### config.mk
export PLATFORM = sky130hd
export DESIGN_NAME = branch_redirect_ctrl_flat
export DESIGN_NICKNAME = d
export VERILOG_FILES = /design/src/rtl/branch_redirect_ctrl_if.sv /design/src/rtl/branch_redirect_ctrl.sv /design/src/flat_wrapper.sv
export SDC_FILE = /design/constraint.sdc
export NUM_CORES = 1
export LEC_CHECK = 0
export ABC_AREA = 0
export CORE_ASPECT_RATIO = 0.9
export CORE_MARGIN = 2
export CORE_UTILIZATION = 55
export DETAILED_ROUTE_END_ITERATION = 16
export PLACE_DENSITY = 0.81
export SLEW_MARGIN = 10
export SYNTH_ARGS = -nofsm -noshare
export SYNTH_HDL_FRONTEND = slang
export SYNTH_SLANG_ARGS = --single-unit
### constraint.sdc
create_clock -name clk -period 6.45 [get_ports clk]
set_input_delay 1.29 -clock clk [delete_from_list [all_inputs] [get_ports clk]]
set_output_delay 1.29 -clock clk [all_outputs]
set_load 0.01 [all_outputs]
### src/rtl/branch_redirect_ctrl_if.sv
// rtl/branch_redirect_ctrl_if.sv - IF/EX/redirect/update bundle for branch_redirect_ctrl
interface branch_redirect_ctrl_if #(
   parameter int ADDR_W = 32,
   parameter int CNT_W  = 16
);
   logic              if_valid;
   logic [ADDR_W-1:0] if_pc;
   logic [ADDR_W-1:0] if_pred_pc;
   logic              if_stall;
   logic              ex_valid;
   logic [ADDR_W-1:0] ex_pc;
   logic              ex_is_br;
   logic              ex_jalr;
   logic              ex_taken;
   logic [ADDR_W-1:0] ex_target;
   logic              redirect_valid;
   logic [ADDR_W-1:0] redirect_pc;
   logic              flush;
   logic              upd_valid;
   logic [ADDR_W-1:0] upd_pc;
   logic [ADDR_W-1:0] upd_target;
   logic              upd_taken;
   logic              upd_jalr;
   logic [CNT_W-1:0]  br_cnt;
   logic [CNT_W-1:0]  miss_cnt;
   logic              err;

   modport master (
      output if_valid, if_pc, if_pred_pc, ex_valid, ex_pc, ex_is_br, ex_jalr, ex_taken, ex_target,
      input  if_stall, redirect_valid, redirect_pc, flush, upd_valid, upd_pc, upd_target,
             upd_taken, upd_jalr, br_cnt, miss_cnt, err
   );

   modport slave (
      input  if_valid, if_pc, if_pred_pc, ex_valid, ex_pc, ex_is_br, ex_jalr, ex_taken, ex_target,
      output if_stall, redirect_valid, redirect_pc, flush, upd_valid, upd_pc, upd_target,
             upd_taken, upd_jalr, br_cnt, miss_cnt, err
   );
endinterface

### src/rtl/branch_redirect_ctrl.sv
// rtl/branch_redirect_ctrl.sv - predicted-next-PC queue, EX-time check, redirect/flush and predictor update
module branch_redirect_ctrl #(
   parameter int ADDR_W = 32,
   parameter int DEPTH  = 4,
   parameter int CNT_W  = 16
) (
   input  logic                    clk,
   input  logic                    rst,
   branch_redirect_ctrl_if.slave   bus
);
   localparam int PTR_W = $clog2(DEPTH);

   typedef enum logic {ST_RUN = 1'b0, ST_FLUSH = 1'b1} state_t;

   state_t            r_state;
   logic [ADDR_W-1:0] r_pc_q   [DEPTH];
   logic [ADDR_W-1:0] r_pred_q [DEPTH];
   logic [PTR_W-1:0]  r_wr_ptr;
   logic [PTR_W-1:0]  r_rd_ptr;
   logic [PTR_W:0]    r_count;

   logic              r_redirect_valid;
   logic [ADDR_W-1:0] r_redirect_pc;
   logic              r_flush;
   logic              r_upd_valid;
   logic [ADDR_W-1:0] r_upd_pc;
   logic [ADDR_W-1:0] r_upd_target;
   logic              r_upd_taken;
   logic              r_upd_jalr;
   logic [CNT_W-1:0]  r_br_cnt;
   logic [CNT_W-1:0]  r_miss_cnt;
   logic              r_err;

   logic              w_run;
   logic              w_full;
   logic              w_empty;
   logic              w_push;
   logic              w_pop;
   logic [ADDR_W-1:0] w_actual;
   logic              w_desync;
   logic              w_miss;
   logic              w_br;

   assign w_run    = (r_state == ST_RUN);
   assign w_full   = (r_count == (PTR_W+1)'(DEPTH));
   assign w_empty  = (r_count == '0);
   assign w_push   = bus.if_valid && !w_full && w_run;
   assign w_pop    = bus.ex_valid && w_run;
   assign w_br     = w_pop && bus.ex_is_br;
   assign w_actual = (bus.ex_is_br && bus.ex_taken) ? bus.ex_target : bus.ex_pc + ADDR_W'(4);
   // Empty queue or wrong head PC means the queue lost track of the pipeline.
   assign w_desync = w_pop && (w_empty || r_pc_q[r_rd_ptr] != bus.ex_pc);
   assign w_miss   = w_desync || (w_pop && r_pred_q[r_rd_ptr] != w_actual);

   always_ff @(posedge clk or negedge rst) begin
      if (!rst) begin
         r_state          <= ST_RUN;
         r_wr_ptr         <= '0;
         r_rd_ptr         <= '0;
         r_count          <= '0;
         r_redirect_valid <= 1'b0;
         r_redirect_pc    <= '0;
         r_flush          <= 1'b0;
         r_upd_valid      <= 1'b0;
         r_upd_pc         <= '0;
         r_upd_target     <= '0;
         r_upd_taken      <= 1'b0;
         r_upd_jalr       <= 1'b0;
         r_br_cnt         <= '0;
         r_miss_cnt       <= '0;
         r_err            <= 1'b0;
         for (int i = 0; i < DEPTH; i++) begin
            r_pc_q[i]   <= '0;
            r_pred_q[i] <= '0;
         end
      end else begin
         case (r_state)
            ST_RUN:   r_state <= w_miss ? ST_FLUSH : ST_RUN;
            default:  r_state <= ST_RUN;
         endcase

         r_redirect_valid <= w_miss;
         r_flush          <= w_miss;
         r_redirect_pc    <= w_miss ? w_actual : '0;

         r_upd_valid <= w_br;
         if (w_br) begin
            r_upd_pc     <= bus.ex_pc;
            r_upd_target <= w_actual;
            r_upd_taken  <= bus.ex_taken;
            r_upd_jalr   <= bus.ex_jalr;
         end

         if (w_br && r_br_cnt != '1)
            r_br_cnt <= r_br_cnt + CNT_W'(1);
         if (w_miss && r_miss_cnt != '1)
            r_miss_cnt <= r_miss_cnt + CNT_W'(1);
         if (w_desync)
            r_err <= 1'b1;

         // A miss wipes the queue, including anything pushed this same cycle.
         if (w_miss) begin
            r_wr_ptr <= '0;
            r_rd_ptr <= '0;
            r_count  <= '0;
         end else begin
            if (w_push) begin
               r_pc_q[r_wr_ptr]   <= bus.if_pc;
               r_pred_q[r_wr_ptr] <= bus.if_pred_pc;
               r_wr_ptr           <= r_wr_ptr + PTR_W'(1);
            end
            if (w_pop)
               r_rd_ptr <= r_rd_ptr + PTR_W'(1);
            if (w_push && !w_pop)
               r_count <= r_count + (PTR_W+1)'(1);
            else if (!w_push && w_pop)
               r_count <= r_count - (PTR_W+1)'(1);
         end
      end
   end

   assign bus.if_stall       = w_full;
   assign bus.redirect_valid = r_redirect_valid;
   assign bus.redirect_pc    = r_redirect_pc;
   assign bus.flush          = r_flush;
   assign bus.upd_valid      = r_upd_valid;
   assign bus.upd_pc         = r_upd_pc;
   assign bus.upd_target     = r_upd_target;
   assign bus.upd_taken      = r_upd_taken;
   assign bus.upd_jalr       = r_upd_jalr;
   assign bus.br_cnt         = r_br_cnt;
   assign bus.miss_cnt       = r_miss_cnt;
   assign bus.err            = r_err;
endmodule

### src/flat_wrapper.sv
// flat-port wrapper written by rule: the top's interface ports become plain ports
module branch_redirect_ctrl_flat 
#(
   parameter int ADDR_W = 32,
   parameter int DEPTH  = 4,
   parameter int CNT_W  = 16
)
  (clk, rst, bus_if_valid, bus_if_pc, bus_if_pred_pc, bus_ex_valid, bus_ex_pc, bus_ex_is_br, bus_ex_jalr, bus_ex_taken, bus_ex_target, bus_if_stall, bus_redirect_valid, bus_redirect_pc, bus_flush, bus_upd_valid, bus_upd_pc, bus_upd_target, bus_upd_taken, bus_upd_jalr, bus_br_cnt, bus_miss_cnt, bus_err);
  branch_redirect_ctrl_if #(.ADDR_W(ADDR_W), .CNT_W(CNT_W)) bus_i ();
  input  logic clk;
  input  logic rst;
  input wire logic [$bits(bus_i.if_valid)-1:0] bus_if_valid;
  input wire logic [$bits(bus_i.if_pc)-1:0] bus_if_pc;
  input wire logic [$bits(bus_i.if_pred_pc)-1:0] bus_if_pred_pc;
  input wire logic [$bits(bus_i.ex_valid)-1:0] bus_ex_valid;
  input wire logic [$bits(bus_i.ex_pc)-1:0] bus_ex_pc;
  input wire logic [$bits(bus_i.ex_is_br)-1:0] bus_ex_is_br;
  input wire logic [$bits(bus_i.ex_jalr)-1:0] bus_ex_jalr;
  input wire logic [$bits(bus_i.ex_taken)-1:0] bus_ex_taken;
  input wire logic [$bits(bus_i.ex_target)-1:0] bus_ex_target;
  output wire logic [$bits(bus_i.if_stall)-1:0] bus_if_stall;
  output wire logic [$bits(bus_i.redirect_valid)-1:0] bus_redirect_valid;
  output wire logic [$bits(bus_i.redirect_pc)-1:0] bus_redirect_pc;
  output wire logic [$bits(bus_i.flush)-1:0] bus_flush;
  output wire logic [$bits(bus_i.upd_valid)-1:0] bus_upd_valid;
  output wire logic [$bits(bus_i.upd_pc)-1:0] bus_upd_pc;
  output wire logic [$bits(bus_i.upd_target)-1:0] bus_upd_target;
  output wire logic [$bits(bus_i.upd_taken)-1:0] bus_upd_taken;
  output wire logic [$bits(bus_i.upd_jalr)-1:0] bus_upd_jalr;
  output wire logic [$bits(bus_i.br_cnt)-1:0] bus_br_cnt;
  output wire logic [$bits(bus_i.miss_cnt)-1:0] bus_miss_cnt;
  output wire logic [$bits(bus_i.err)-1:0] bus_err;
  assign bus_i.if_valid = bus_if_valid;
  assign bus_i.if_pc = bus_if_pc;
  assign bus_i.if_pred_pc = bus_if_pred_pc;
  assign bus_i.ex_valid = bus_ex_valid;
  assign bus_i.ex_pc = bus_ex_pc;
  assign bus_i.ex_is_br = bus_ex_is_br;
  assign bus_i.ex_jalr = bus_ex_jalr;
  assign bus_i.ex_taken = bus_ex_taken;
  assign bus_i.ex_target = bus_ex_target;
  assign bus_if_stall = bus_i.if_stall;
  assign bus_redirect_valid = bus_i.redirect_valid;
  assign bus_redirect_pc = bus_i.redirect_pc;
  assign bus_flush = bus_i.flush;
  assign bus_upd_valid = bus_i.upd_valid;
  assign bus_upd_pc = bus_i.upd_pc;
  assign bus_upd_target = bus_i.upd_target;
  assign bus_upd_taken = bus_i.upd_taken;
  assign bus_upd_jalr = bus_i.upd_jalr;
  assign bus_br_cnt = bus_i.br_cnt;
  assign bus_miss_cnt = bus_i.miss_cnt;
  assign bus_err = bus_i.err;
  branch_redirect_ctrl #(.ADDR_W(ADDR_W), .DEPTH(DEPTH), .CNT_W(CNT_W)) u_core (.clk(clk), .rst(rst), .bus(bus_i));
endmodule
==> run_results.csv, run 1 <==
group,metric,value,unit
outcome,outcome,"finished clean",
layout,final_area,23100,um2
clock_network,cts_sinks,397,
layout,regArea,9940,um2
timing,worst_pin_slew,0.967,ns
clock_network,clock-root-buffer,"clkbuf_16",
clock_network,clkLatencyLatePin,0.54,ns
routing,antenna_left,0,
clock_network,cts_resized,0,
power_and_ir_drop,finalPower,8580,uW
grt,overflow,0,
floorplan,io_pins,270,
clock_network,cts_inserted_buffers,40,
timing,hold_violations,0,
timing,min_period_over_period,85.0,%
timing,finalSetupViolCount,0,
grt,grt_pass1_wl,77.1,mm
timing,timing.fmax,182,MHz
worst_setup_path,r2r_start,"u_core.r_rd_ptr[0]",
clock_network,cts-htree-levels,2,
routing,first_pass_iters,5,
clock_network,clockBufferDepth,3,
hold_path,min_from,"u_core.bus.upd_pc[25]",
clock_network,cts_tree,"yes",
floorplan,die_area,35600,um2
floorplan,rows,64,
yosys,yosys-top-cells-area,"dfrtp_1, mux2_1, mux4_2",
routing,drt_iter0_markers,961,
hold_path,holdPathEnd,"u_core.bus.upd_pc[25]",
placed_design,portBuffers,269,
yosys,synth_cell_types,60,
worst_setup_path,r2r_cells,12,
worst_setup_path,cp.required,6.86,ns
worst_setup_path,crit_path_end_kind,"flop",
yosys,synthFlopType,"dfrtp_1",
yosys,syn_area,18700,um2
power_and_ir_drop,vdd_ir_drop_max,0.219,mV
yosys,syn_avg_cell_area,13.3,um2
worst_setup_path,crit_fanout,64,
layout,fillers,2401,
routing,vias_per_cell,5.85,
hold_path,min_delay_path_depth,2,
placed_design,place_area,21800,um2
placed_design,dp.final_hpwl,36.4,mm
timing,period_minus_slack,5.48,ns
floorplan,die_h,179,um
yosys,async_flop_share,100,%
layout,multi_input_area,8170,um2
clock_network,cts_hold_buf,0,
timing,relSlewSlack,35.6,%
yosys,synth_nets,1556,
floorplan,die_w,199,um
clock_network,post_cts_buffers,0,
grt,grt_pass1_vias,12600,
routing,routed_wl,51.2,mm
floorplan,start_util,55.5,%
clock_network,clkSlewWorstSetupHoldPaths,0.06,ns
layout,layout_commonest_cell,"dfrtp_1",
timing,slew_viol_final,0,
routing,vias,12700,
routing,drc_errors,0,
timing,clock_skew,0.0221,ns
worst_setup_path,worst-r2r-setup-slack,1.54,ns
layout,area_delta_synth_final,23.4,%
layout,final_cell_mix,"dfrtp_1, clkdlybuf4s50_1, mux2_1",
worst_setup_path,setup.worst_path.class,"in -> reg",
grt,grt_max_degree,156,
power_and_ir_drop,p_leak,0.00987,uW
yosys,yosysTopAreaCell,"dfrtp_1",
yosys,ys_seq_area_share,53.0,%
yosys,ys_warn_count,0,
timing,setup_tns,0,ns
yosys,synth_edf_count,0,
worst_setup_path,r2r-end,"u_core.r_pc_q[0]",
placed_design,place.gp.congestion,0.890,
floorplan,core-area,33800,um2
yosys,synthCells,1413,
grt,track_usage,29.1,%
routing,wl_per_cell,23.7,um
flow_run,maxCapViolCount,0,
timing,rsz0062_at_grt,"false",
power_and_ir_drop,p_per_area,371,nW/um2
worst_setup_path,worstPathArrival,5.90,ns
hold_path,hold_class,"reg -> reg",
yosys,yosys_register_bits,397,
layout,drive_above_1_share,13.4,%
grt,antenna_found_initial,1,
worst_setup_path,critPathLaunchType,"input pin",
layout,nNetsFinal,1813,
yosys,synth_top_area_share,53.0,%
cells by family after synthesis:
kind of cell | after synthesis | share of synthesized area, %
fa+ha+maj | 8 | 0.574
flops | 397 | 53.0
buf+inv | 109 | 3.47
mux | 369 | 25.7
xor+xnor | 112 | 5.31
simple gates | 306 | 8.02
compound gates | 112 | 3.89
stage by stage:
stage / utilization [%] / hold slack (ns) / std cells / worst slack [ns]
after global routing: 68.4 / 0.489 / 2160 / 0.698
after CTS: 68.3 / 0.482 / 2159 / 1.04
after floorplan: - / 0.452 / 1413 / 1.72
final: 68.4 / 0.481 / 2162 / 0.967
after detailed placement: 64.5 / 0.469 / 2089 / 0.521
after global placement: 64.5 / 0.462 / 2089 / 0.511
where the power goes:
group | internal [uW] | switching [uW] | total [uW]
clock | 1330 | 969 | 2300
combinational | 1310 | 1070 | 2380
sequential | 3400 | 501 | 3910
total | 6040 | 2540 | 8580
area by class of cell:
type                       count  share of cell area, %
antenna                        2                 0.0216
clock buffer                  61                   5.02
clock inverter                 9                  0.541
inverter                      21                  0.341
multi-input combinational    907                   35.3
sequential                   397                   43.0
tap                          462                   2.50
timing repair buffer         303                   13.3
registers in the layout (all words and copies together) (netlist names):
| register | flops |
|---|---|
| u_core.r_pc_q | 128 |
| u_core.bus.upd_taken | 1 |
| u_core.r_rd_ptr | 2 |
| u_core.bus.redirect_valid | 1 |
| u_core.bus.miss_cnt | 16 |
| u_core.bus.upd_target | 32 |
| u_core.r_state | 1 |
| u_core.bus.upd_pc | 32 |
| u_core.r_count | 3 |
| u_core.r_wr_ptr | 2 |
| u_core.bus.redirect_pc | 32 |
| u_core.bus.upd_jalr | 1 |
| u_core.bus.upd_valid | 1 |
| u_core.r_pred_q | 128 |
| u_core.bus.br_cnt | 16 |
| u_core.bus.err | 1 |
critical path, cell delays in order:
cell,delay [ns]
clkdlybuf4s50_1,0.72
nand4_1,0.37
nor4_1,0.77
nand4_1,0.19
xnor2_1,0.34
o221ai_1,0.22
a2111oi_2,0.36
nand4_1,0.24
o31ai_4,0.36
and3_2,0.25
buf_12,0.34
mux2_2,0.38
cells in the mapped netlist, drive strengths merged (2+ instances only):
cell	instances
mux4	61
ha	7
nor3	21
o21ai	54
a21boi	2
and4	4
xnor2	78
o211ai	4
mux2	290
and2	5
and3	11
a211oi	2
o2111ai	2
nor2	67
nand2b	8
or2	3
xor2	33
o31ai	6
a31o	8
a21oi	11
nand3b	4
nand3	40
inv	21
clkbuf	30
buf	58
nor4	14
nand2	87
o311a	2
nor2b	3
dfrtp	397
a31oi	2
nor4b	3
nand4	22
o21a	3
or3	5
a21o	5
mux2i	18
or4	8
routing by layer:
| metal | track usage [%] | share of wire, % |
|---|---|---|
| met2 | 44.4 | 45 |
| met1 | 41.7 | 43 |
| met5 | 0 | 0 |
| met4 | 9.95 | 3.2 |
| met3 | 6.32 | 8.1 |
worst max path at each step:
stage	startpoint	end	slack, ns
after detailed placement	bus_ex_pc[16]	u_core.r_pc_q[25]	0.52
final	bus_ex_pc[16]	u_core.r_pc_q[0]	0.97
after global routing	bus_ex_pc[16]	u_core.r_pc_q[0]	0.70
after floorplan	bus_ex_pc[9]	u_core.r_pc_q[100]	1.72
after CTS	bus_ex_pc[16]	u_core.r_pc_q[71]	1.04
after global placement	bus_ex_pc[16]	u_core.r_pc_q[0]	0.51
Power figures use the tool's default switching activity.
==> inputs of run 2 (changes only) <==
- ABC_CLOCK_PERIOD_IN_PS: not set -> 6450
==> results of run 2 <==
Same layout as run 1: the final DEF is identical, and so are final timing and power.
